===== src/rtl/wb_pkg.sv =====
// Shared types and constants for the writeback commit unit and its
// long-latency FP result queue.
package wb_pkg;
   localparam int XLEN   = 32;
   localparam int REG_AW = 5;

   typedef struct packed {
      logic              valid;
      logic [REG_AW-1:0] rd;
      logic [XLEN-1:0]   data;
   } lat_entry_t;

   // The queue uses wrapping power-of-two pointers, so only small powers of two are legal.
   function automatic bit lat_depth_legal(input int depth);
      return (depth == 2) || (depth == 4);
   endfunction
endpackage


===== src/rtl/wb_lat_queue.sv =====
// Circular queue for out-of-band fdiv/fsqrt results.
// Supports kill-by-rd from younger pipeline FP writes, and pending-bit generation for the hazard unit.
module wb_lat_queue import wb_pkg::*; #(
   parameter int LAT_DEPTH = 2
) (
   input  logic              clk,
   input  logic              rst,
   input  logic              lat_valid,
   input  logic [REG_AW-1:0] lat_rd,
   input  logic [XLEN-1:0]   lat_data,
   output logic              lat_ready,
   input  logic              kill_en,
   input  logic [REG_AW-1:0] kill_rd,
   output logic              lat_direct,
   output logic              drain_we,
   output logic [REG_AW-1:0] drain_rd,
   output logic [XLEN-1:0]   drain_data,
   output logic [XLEN-1:0]   fp_pend
);
   localparam int PTR_W = $clog2(LAT_DEPTH);
   localparam int CNT_W = $clog2(LAT_DEPTH + 1);

   if (!lat_depth_legal(LAT_DEPTH)) begin : g_bad_depth
      $error("wb_lat_queue: LAT_DEPTH must be 2 or 4");
   end

   lat_entry_t       entries_q [LAT_DEPTH];
   lat_entry_t       entries_d [LAT_DEPTH];
   logic [PTR_W-1:0] rd_ptr_q, rd_ptr_d, wr_ptr_q, wr_ptr_d;
   logic [CNT_W-1:0] count_q, count_d;
   logic             empty, full, push, pop;
   lat_entry_t       head;

   assign empty      = (count_q == '0);
   assign full       = (count_q == CNT_W'(LAT_DEPTH));
   assign head       = entries_q[rd_ptr_q];
   assign lat_ready  = !rst && !full;
   assign lat_direct = empty && !kill_en && lat_valid;
   assign push       = lat_valid && lat_ready && !lat_direct;
   // A killed head leaves silently even while the pipeline owns the write port.
   assign pop        = !empty && (!head.valid || !kill_en);
   assign drain_we   = !empty && head.valid && !kill_en;
   assign drain_rd   = head.rd;
   assign drain_data = head.data;

   always_comb begin
      entries_d = entries_q;
      rd_ptr_d  = rd_ptr_q;
      wr_ptr_d  = wr_ptr_q;
      for (int i = 0; i < LAT_DEPTH; i++) begin
         if (kill_en && entries_q[i].valid && entries_q[i].rd == kill_rd) begin
            entries_d[i].valid = 1'b0;
         end
      end
      if (pop) begin
         entries_d[rd_ptr_q].valid = 1'b0;
         rd_ptr_d = rd_ptr_q + PTR_W'(1);
      end
      if (push) begin
         entries_d[wr_ptr_q].valid = !(kill_en && lat_rd == kill_rd);
         entries_d[wr_ptr_q].rd    = lat_rd;
         entries_d[wr_ptr_q].data  = lat_data;
         wr_ptr_d = wr_ptr_q + PTR_W'(1);
      end
      count_d = count_q + CNT_W'(push) - CNT_W'(pop);
   end

   always_comb begin
      fp_pend = '0;
      for (int i = 0; i < LAT_DEPTH; i++) begin
         if (entries_q[i].valid) fp_pend[entries_q[i].rd] = 1'b1;
      end
   end

   always_ff @(posedge clk) begin
      if (rst) begin
         for (int i = 0; i < LAT_DEPTH; i++) entries_q[i] <= '0;
         rd_ptr_q <= '0;
         wr_ptr_q <= '0;
         count_q  <= '0;
      end else begin
         entries_q <= entries_d;
         rd_ptr_q  <= rd_ptr_d;
         wr_ptr_q  <= wr_ptr_d;
         count_q   <= count_d;
      end
   end
endmodule


===== src/rtl/wb_commit_unit.sv =====
// Writeback commit: integer/FP register-file write ports plus long-latency FP arbitration.
// Optional retire counter enabled by defining WB_INSTRET_EN.
module wb_commit_unit import wb_pkg::*; #(
   parameter int LAT_DEPTH = 2
) (
   input  logic              clk,
   input  logic              rst,
   input  logic [XLEN-1:0]   wb_load_data,
   input  logic [XLEN-1:0]   wb_alu_result,
   input  logic [XLEN-1:0]   wb_fp_result,
   input  logic [REG_AW-1:0] wb_rd_addr,
   input  logic              wb_wb_sel,
   input  logic              wb_fp_en,
   input  logic              wb_int_en,
   input  logic              lat_valid,
   input  logic [REG_AW-1:0] lat_rd,
   input  logic [XLEN-1:0]   lat_data,
   output logic              lat_ready,
   output logic              int_we,
   output logic [REG_AW-1:0] int_waddr,
   output logic [XLEN-1:0]   int_wdata,
   output logic              fp_we,
   output logic [REG_AW-1:0] fp_waddr,
   output logic [XLEN-1:0]   fp_wdata,
   output logic [XLEN-1:0]   fp_pend,
   output logic [63:0]       instret
);
   logic              int_we_q, int_we_d, fp_we_q, fp_we_d;
   logic [REG_AW-1:0] int_waddr_q, int_waddr_d, fp_waddr_q, fp_waddr_d;
   logic [XLEN-1:0]   int_wdata_q, int_wdata_d, fp_wdata_q, fp_wdata_d;
   logic              lat_direct, drain_we;
   logic [REG_AW-1:0] drain_rd;
   logic [XLEN-1:0]   drain_data;

   wb_lat_queue #(.LAT_DEPTH(LAT_DEPTH)) u_lat_queue (
      .clk        (clk),
      .rst        (rst),
      .lat_valid  (lat_valid),
      .lat_rd     (lat_rd),
      .lat_data   (lat_data),
      .lat_ready  (lat_ready),
      .kill_en    (wb_fp_en),
      .kill_rd    (wb_rd_addr),
      .lat_direct (lat_direct),
      .drain_we   (drain_we),
      .drain_rd   (drain_rd),
      .drain_data (drain_data),
      .fp_pend    (fp_pend)
   );

   always_comb begin
      int_we_d    = wb_int_en && (wb_rd_addr != '0);
      int_waddr_d = wb_rd_addr;
      int_wdata_d = wb_wb_sel ? wb_load_data : wb_alu_result;
      fp_we_d     = 1'b0;
      fp_waddr_d  = fp_waddr_q;
      fp_wdata_d  = fp_wdata_q;
      // The in-order pipeline is always younger than anything queued, so it wins the port.
      if (wb_fp_en) begin
         fp_we_d    = 1'b1;
         fp_waddr_d = wb_rd_addr;
         fp_wdata_d = wb_fp_result;
      end else if (drain_we) begin
         fp_we_d    = 1'b1;
         fp_waddr_d = drain_rd;
         fp_wdata_d = drain_data;
      end else if (lat_direct) begin
         fp_we_d    = 1'b1;
         fp_waddr_d = lat_rd;
         fp_wdata_d = lat_data;
      end
   end

   always_ff @(posedge clk) begin
      if (rst) begin
         int_we_q    <= 1'b0;
         int_waddr_q <= '0;
         int_wdata_q <= '0;
         fp_we_q     <= 1'b0;
         fp_waddr_q  <= '0;
         fp_wdata_q  <= '0;
      end else begin
         int_we_q    <= int_we_d;
         int_waddr_q <= int_waddr_d;
         int_wdata_q <= int_wdata_d;
         fp_we_q     <= fp_we_d;
         fp_waddr_q  <= fp_waddr_d;
         fp_wdata_q  <= fp_wdata_d;
      end
   end

   assign int_we    = int_we_q;
   assign int_waddr = int_waddr_q;
   assign int_wdata = int_wdata_q;
   assign fp_we     = fp_we_q;
   assign fp_waddr  = fp_waddr_q;
   assign fp_wdata  = fp_wdata_q;

`ifdef WB_INSTRET_EN
   logic [63:0] instret_q, instret_d;

   // Long-latency completions were already counted when they issued.
   always_comb instret_d = instret_q + 64'(wb_int_en || wb_fp_en);

   always_ff @(posedge clk) begin
      if (rst) instret_q <= '0;
      else     instret_q <= instret_d;
   end

   assign instret = instret_q;
`else
   assign instret = '0;
`endif
endmodule


===== config.mk =====
export PLATFORM = sky130hd
export DESIGN_NAME = wb_commit_unit
export DESIGN_NICKNAME = d
export VERILOG_FILES = /design/src/rtl/wb_pkg.sv /design/src/rtl/wb_lat_queue.sv /design/src/rtl/wb_commit_unit.sv
export SDC_FILE = /design/constraint.sdc
export NUM_CORES = 1
export LEC_CHECK = 0
export BUFFER_PORTS_ARGS = -buffer_cell sky130_fd_sc_hd__buf_2
export CAP_MARGIN = 40
export CORE_ASPECT_RATIO = 1.1
export CORE_MARGIN = 2
export CORE_UTILIZATION = 49
export DETAILED_ROUTE_END_ITERATION = 7
export GPL_TIMING_DRIVEN = 0
export PLACE_DENSITY = 0.81
export SLEW_MARGIN = 20
export SYNTH_ARGS = -nofsm -noshare
export SYNTH_HDL_FRONTEND = slang
export SYNTH_SLANG_ARGS = --single-unit

===== constraint.sdc =====
create_clock -name clk -period 2.45 [get_ports clk]
set_input_delay 0.1225 -clock clk [delete_from_list [all_inputs] [get_ports clk]]
set_output_delay 0.1225 -clock clk [all_outputs]
set_load 0.1 [all_outputs]

==> impl_metrics.env <==
export IMPL_outcome="finished, final reports clean"
export IMPL_io_buffers=244
export IMPL_ys_ff_latch=156
export IMPL_power_frac_clock_pct=26.5
export IMPL_max_freq_mhz=426.3
export IMPL_drt_iter0_markers=684
export IMPL_syn_avg_cell_area_sq_um=8.171
export IMPL_cts_sinks=156
export IMPL_cap_viol_max_count=0
export IMPL_final_nets=1554
export IMPL_hold_depth=3
export IMPL_synthMuxAreaShare_pct=9.188
export IMPL_critical_path_max_stage_delay_ns=0.46
export IMPL_critPathSlowestCell="buf_2"
export IMPL_antenna_found_initial=2
export IMPL_synth_xor_xnor_area_share_pct=1.918
export IMPL_synth_edf_count=0
export IMPL_die_area_sq_um=16870
export IMPL_worst_clock_skew_ns=0.008941
export IMPL_synth_fa_ha_area_share_pct=0.3224
export IMPL_arrival_ns=2.22
export IMPL_grt_overflow=0
export IMPL_hold_class="input port to register"
export IMPL_holdPathEnd="int_wdata[5]"
export IMPL_pin_count=317
export IMPL_setup_tns_final_ns=0
export IMPL_clk_pin_slew_worst_paths_ns=0.07
export IMPL_seqPwrFrac_pct=30.1
export IMPL_crit_fanout=8
export IMPL_num_vias=8923
export IMPL_switchingPower_w=0.004594
export IMPL_critPathTopFamily="buffers and inverters"
export IMPL_intPower_w=0.005214
export IMPL_endpoint_kind="primary output"
export IMPL_r2r_start="u_lat_queue.rd_ptr_q"
export IMPL_finalSetupViolCount=0
export IMPL_finalPower_w=0.009808
export IMPL_htreeDepth=4
export IMPL_syn_area_sq_um=7762
export IMPL_grt_pass1_wl_mm=44.19
export IMPL_netlist_instances=950
export IMPL_cp_data_required_time_ns=2.33
export IMPL_dpl_cell_count=1457
export IMPL_ir_worst_vdd_mv=0.5387
export IMPL_synth_seq_area_share_pct=40.23
export IMPL_p_leak_nw=5.038
export IMPL_hold_viol=0
export IMPL_start_util_pct=49.71
export IMPL_cts_resized=0
export IMPL_r2r_cells=12
export IMPL_grt_max_degree=18
export IMPL_crit_chain="clkbuf_1 -> or3b_1 -> clkbuf_1 -> o22ai_1 -> buf_2"
export IMPL_syn_to_final_growth_pct=47.24
export IMPL_r2r_end="u_lat_queue.count_q[1]"
export IMPL_hold_start="wb_load_data[5]"
export IMPL_period_share_pct=95.73
export IMPL_clk_latency_ns=0.44
export IMPL_ys_types=44
export IMPL_crit_buf_inv=3
export IMPL_dp_hpwl_mm=18.02
export IMPL_viasPerCell=5.494
export IMPL_crit_path_frequent_cell="clkbuf_1"
export IMPL_drive_gt1_share_pct=28.50
export IMPL_slew_viol_final=0
export IMPL_worstMarginPinSlew_ns=0.6601
export IMPL_synth_compound_area_share_pct=17.44
export IMPL_whs_ns=0.03357
export IMPL_swShare_pct=46.84
export IMPL_cp_start_kind="register"
export IMPL_ant_nets=0
export IMPL_cts_hold_buf=132
export IMPL_clockRootBuffer="clkbuf_16"
export IMPL_drc=0
export IMPL_stdcell_count=1624
export IMPL_async_reset_ff_share_pct=0
export IMPL_rows=48
export IMPL_slew_limit_headroom_pct=55.99
export IMPL_ys_flop_type="dfxtp_1"
export IMPL_cts_tree="built"
export IMPL_path_class="register to primary output"
export IMPL_drtPass1Iterations=5
export IMPL_chipHeight_um=136.0
export IMPL_synth_simple_gate_area_share_pct=17.30
export IMPL_combPwrFrac_pct=43.4
export IMPL_avgRoutedWirePerCell_um=18.10
export IMPL_clockBufferDepth=2
export IMPL_rsz0062_at_grt="false"
export IMPL_r2r_slack_ns=0.25
export IMPL_synth_top_family_by_area="compound AO/OA/AOI/OAI gates"
export IMPL_cts_buffers_inserted=17
export IMPL_cts_setup_buffers=0
export IMPL_fin_crit_ns=2.346
export IMPL_gr_usage_all_layers_pct=33.86
export IMPL_gp_congestion=0.9156
export IMPL_wl_mm=29.40
export IMPL_core_sq_um=15620
export IMPL_p_per_area_nw_per_um2=858.1
export IMPL_grt_pass1_vias=8800
export IMPL_dieWidth_um=124.0
export IMPL_fillers=1125
export IMPL_ys_warn_count=0
==> worst max path at each step <==
stage                                   to  cells after the start                       from
finish                         fp_pend[20]                      5  u_lat_queue.entries_q[70]
global route                   fp_pend[20]                      5  u_lat_queue.entries_q[70]
CTS                            fp_pend[20]                      5  u_lat_queue.entries_q[70]
detailed placement  u_lat_queue.count_q[1]                     12       u_lat_queue.rd_ptr_q
global placement    u_lat_queue.count_q[1]                     12       u_lat_queue.rd_ptr_q
floorplan                       fp_pend[0]                      4  u_lat_queue.entries_q[32]
==> synthesized netlist by cell type, drive strengths merged (3+ instances only) <==
master  count  area [sq um]
a21oi      79         399.1
a31oi      74         462.9
buf       114         855.8
clkbuf     41         168.9
dfxtp     156          3123
inv         4         15.01
mux2i      70         713.2
nand2     191         716.9
nand3       4         20.02
nand3b     10         75.07
nand4       4         25.02
nor2       43         161.4
nor2b       7         51.30
nor3       40         200.2
o21ai      39         195.2
o22ai      34         212.7
or3         3         18.77
or3b        4         35.03
xnor2      13         113.9
xor2        4         35.03
==> layer usage <==
metal,up-vias,global-route usage [%],wire length [um]
li1,4094,-,-
met1,4161,37.56,10860
met4,0,19.54,1485
met3,117,8.305,2512
met2,551,58.42,14540
met5,-,0,0
==> power groups by stage <==
stage | Combinational, W | Clock (W) | Sequential (W)
after global routing | 0.00442 | 0.00271 | 0.00297
after floorplan | 0.00180 | 0 | 0.00441
after detailed placement | 0.00397 | 0 | 0.00299
final | 0.00426 | 0.00260 | 0.00295
after global placement | 0.00393 | 0 | 0.00298
after CTS | 0.00416 | 0.00259 | 0.00294
==> cell type report <==
class	count	area, sq um	area share [%]
multi-input combinational	697	3886	34.00
sequential	156	3123	27.32
timing repair buffer	376	2542	22.24
buffer	156	1037	9.075
clock buffer	17	425.4	3.722
tap	200	250.2	2.189
clock inverter	15	142.6	1.248
inverter	4	15.01	0.1314
antenna	3	7.507	0.06568
==> kinds of logic after synthesis <==
group	Yosys count
other	1
AND/OR/NAND/NOR	310
XOR/XNOR	17
buffers and inverters	160
flip-flops	156
adder cells (fa/ha/maj)	2
multiplexers	70
AO/OA/AOI/OAI	234
==> layout by cell type (no fill, tap or decap), types with 2 or more instances in the layout <==
cell           instances
buf_4                 73
dlygate4sd3_1        132
buf_12                 4
inv_1                  4
buf_1                  6
diode_2                3
a21oi_1               78
nand3b_1              10
buf_6                  8
o21ai_0               36
nor3_1                40
buf_2                267
nor2b_1                6
xnor2_1               13
or3b_1                 4
xor2_1                 4
conb_1                64
dfxtp_1              156
nand2_1              191
inv_6                  8
inv_8                  5
ha_1                   2
nand4_1                4
clkbuf_1              37
clkbuf_16             17
a31oi_1               74
clkbuf_4               4
o21ai_1                3
mux2i_1               69
o22ai_1               24
nor2_1                43
or3_1                  3
nand3_1                4
o22ai_2               10
==> flip-flops by register name (all words and copies together) (netlist names) <==
name / flops
fp_wdata: 32
int_wdata: 32
u_lat_queue.count_q: 2
u_lat_queue.rd_ptr_q: 1
int_we: 1
fp_waddr: 5
u_lat_queue.entries_q: 76
int_waddr: 5
u_lat_queue.wr_ptr_q: 1
fp_we: 1
==> worst reg2reg max path, cell delays in order, from the launching register on <==
cell,delay (ns)
dfxtp_1,0.32
buf_6,0.13
mux2i_4,0.29
buf_6,0.20
buf_6,0.16
nor2_1,0.05
nor2_1,0.11
ha_1,0.24
inv_1,0.06
ha_1,0.14
xor2_1,0.17
xnor2_1,0.14
nor2_1,0.06
==> metrics by stage <==
| step | util [%] | instance area, sq um | setup WS (ns) |
|---|---|---|---|
| CTS | 73.15 | 11420 | 0.1128 |
| finish | 73.20 | 11430 | 0.1045 |
| global placement | 61.05 | 9533 | 0.3061 |
| detailed placement | 61.05 | 9533 | 0.2955 |
| global route | 73.18 | 11430 | 0.01121 |
| floorplan | - | 8061 | -0.1378 |
No activity file was read; power rests on OpenSTA's default activity.
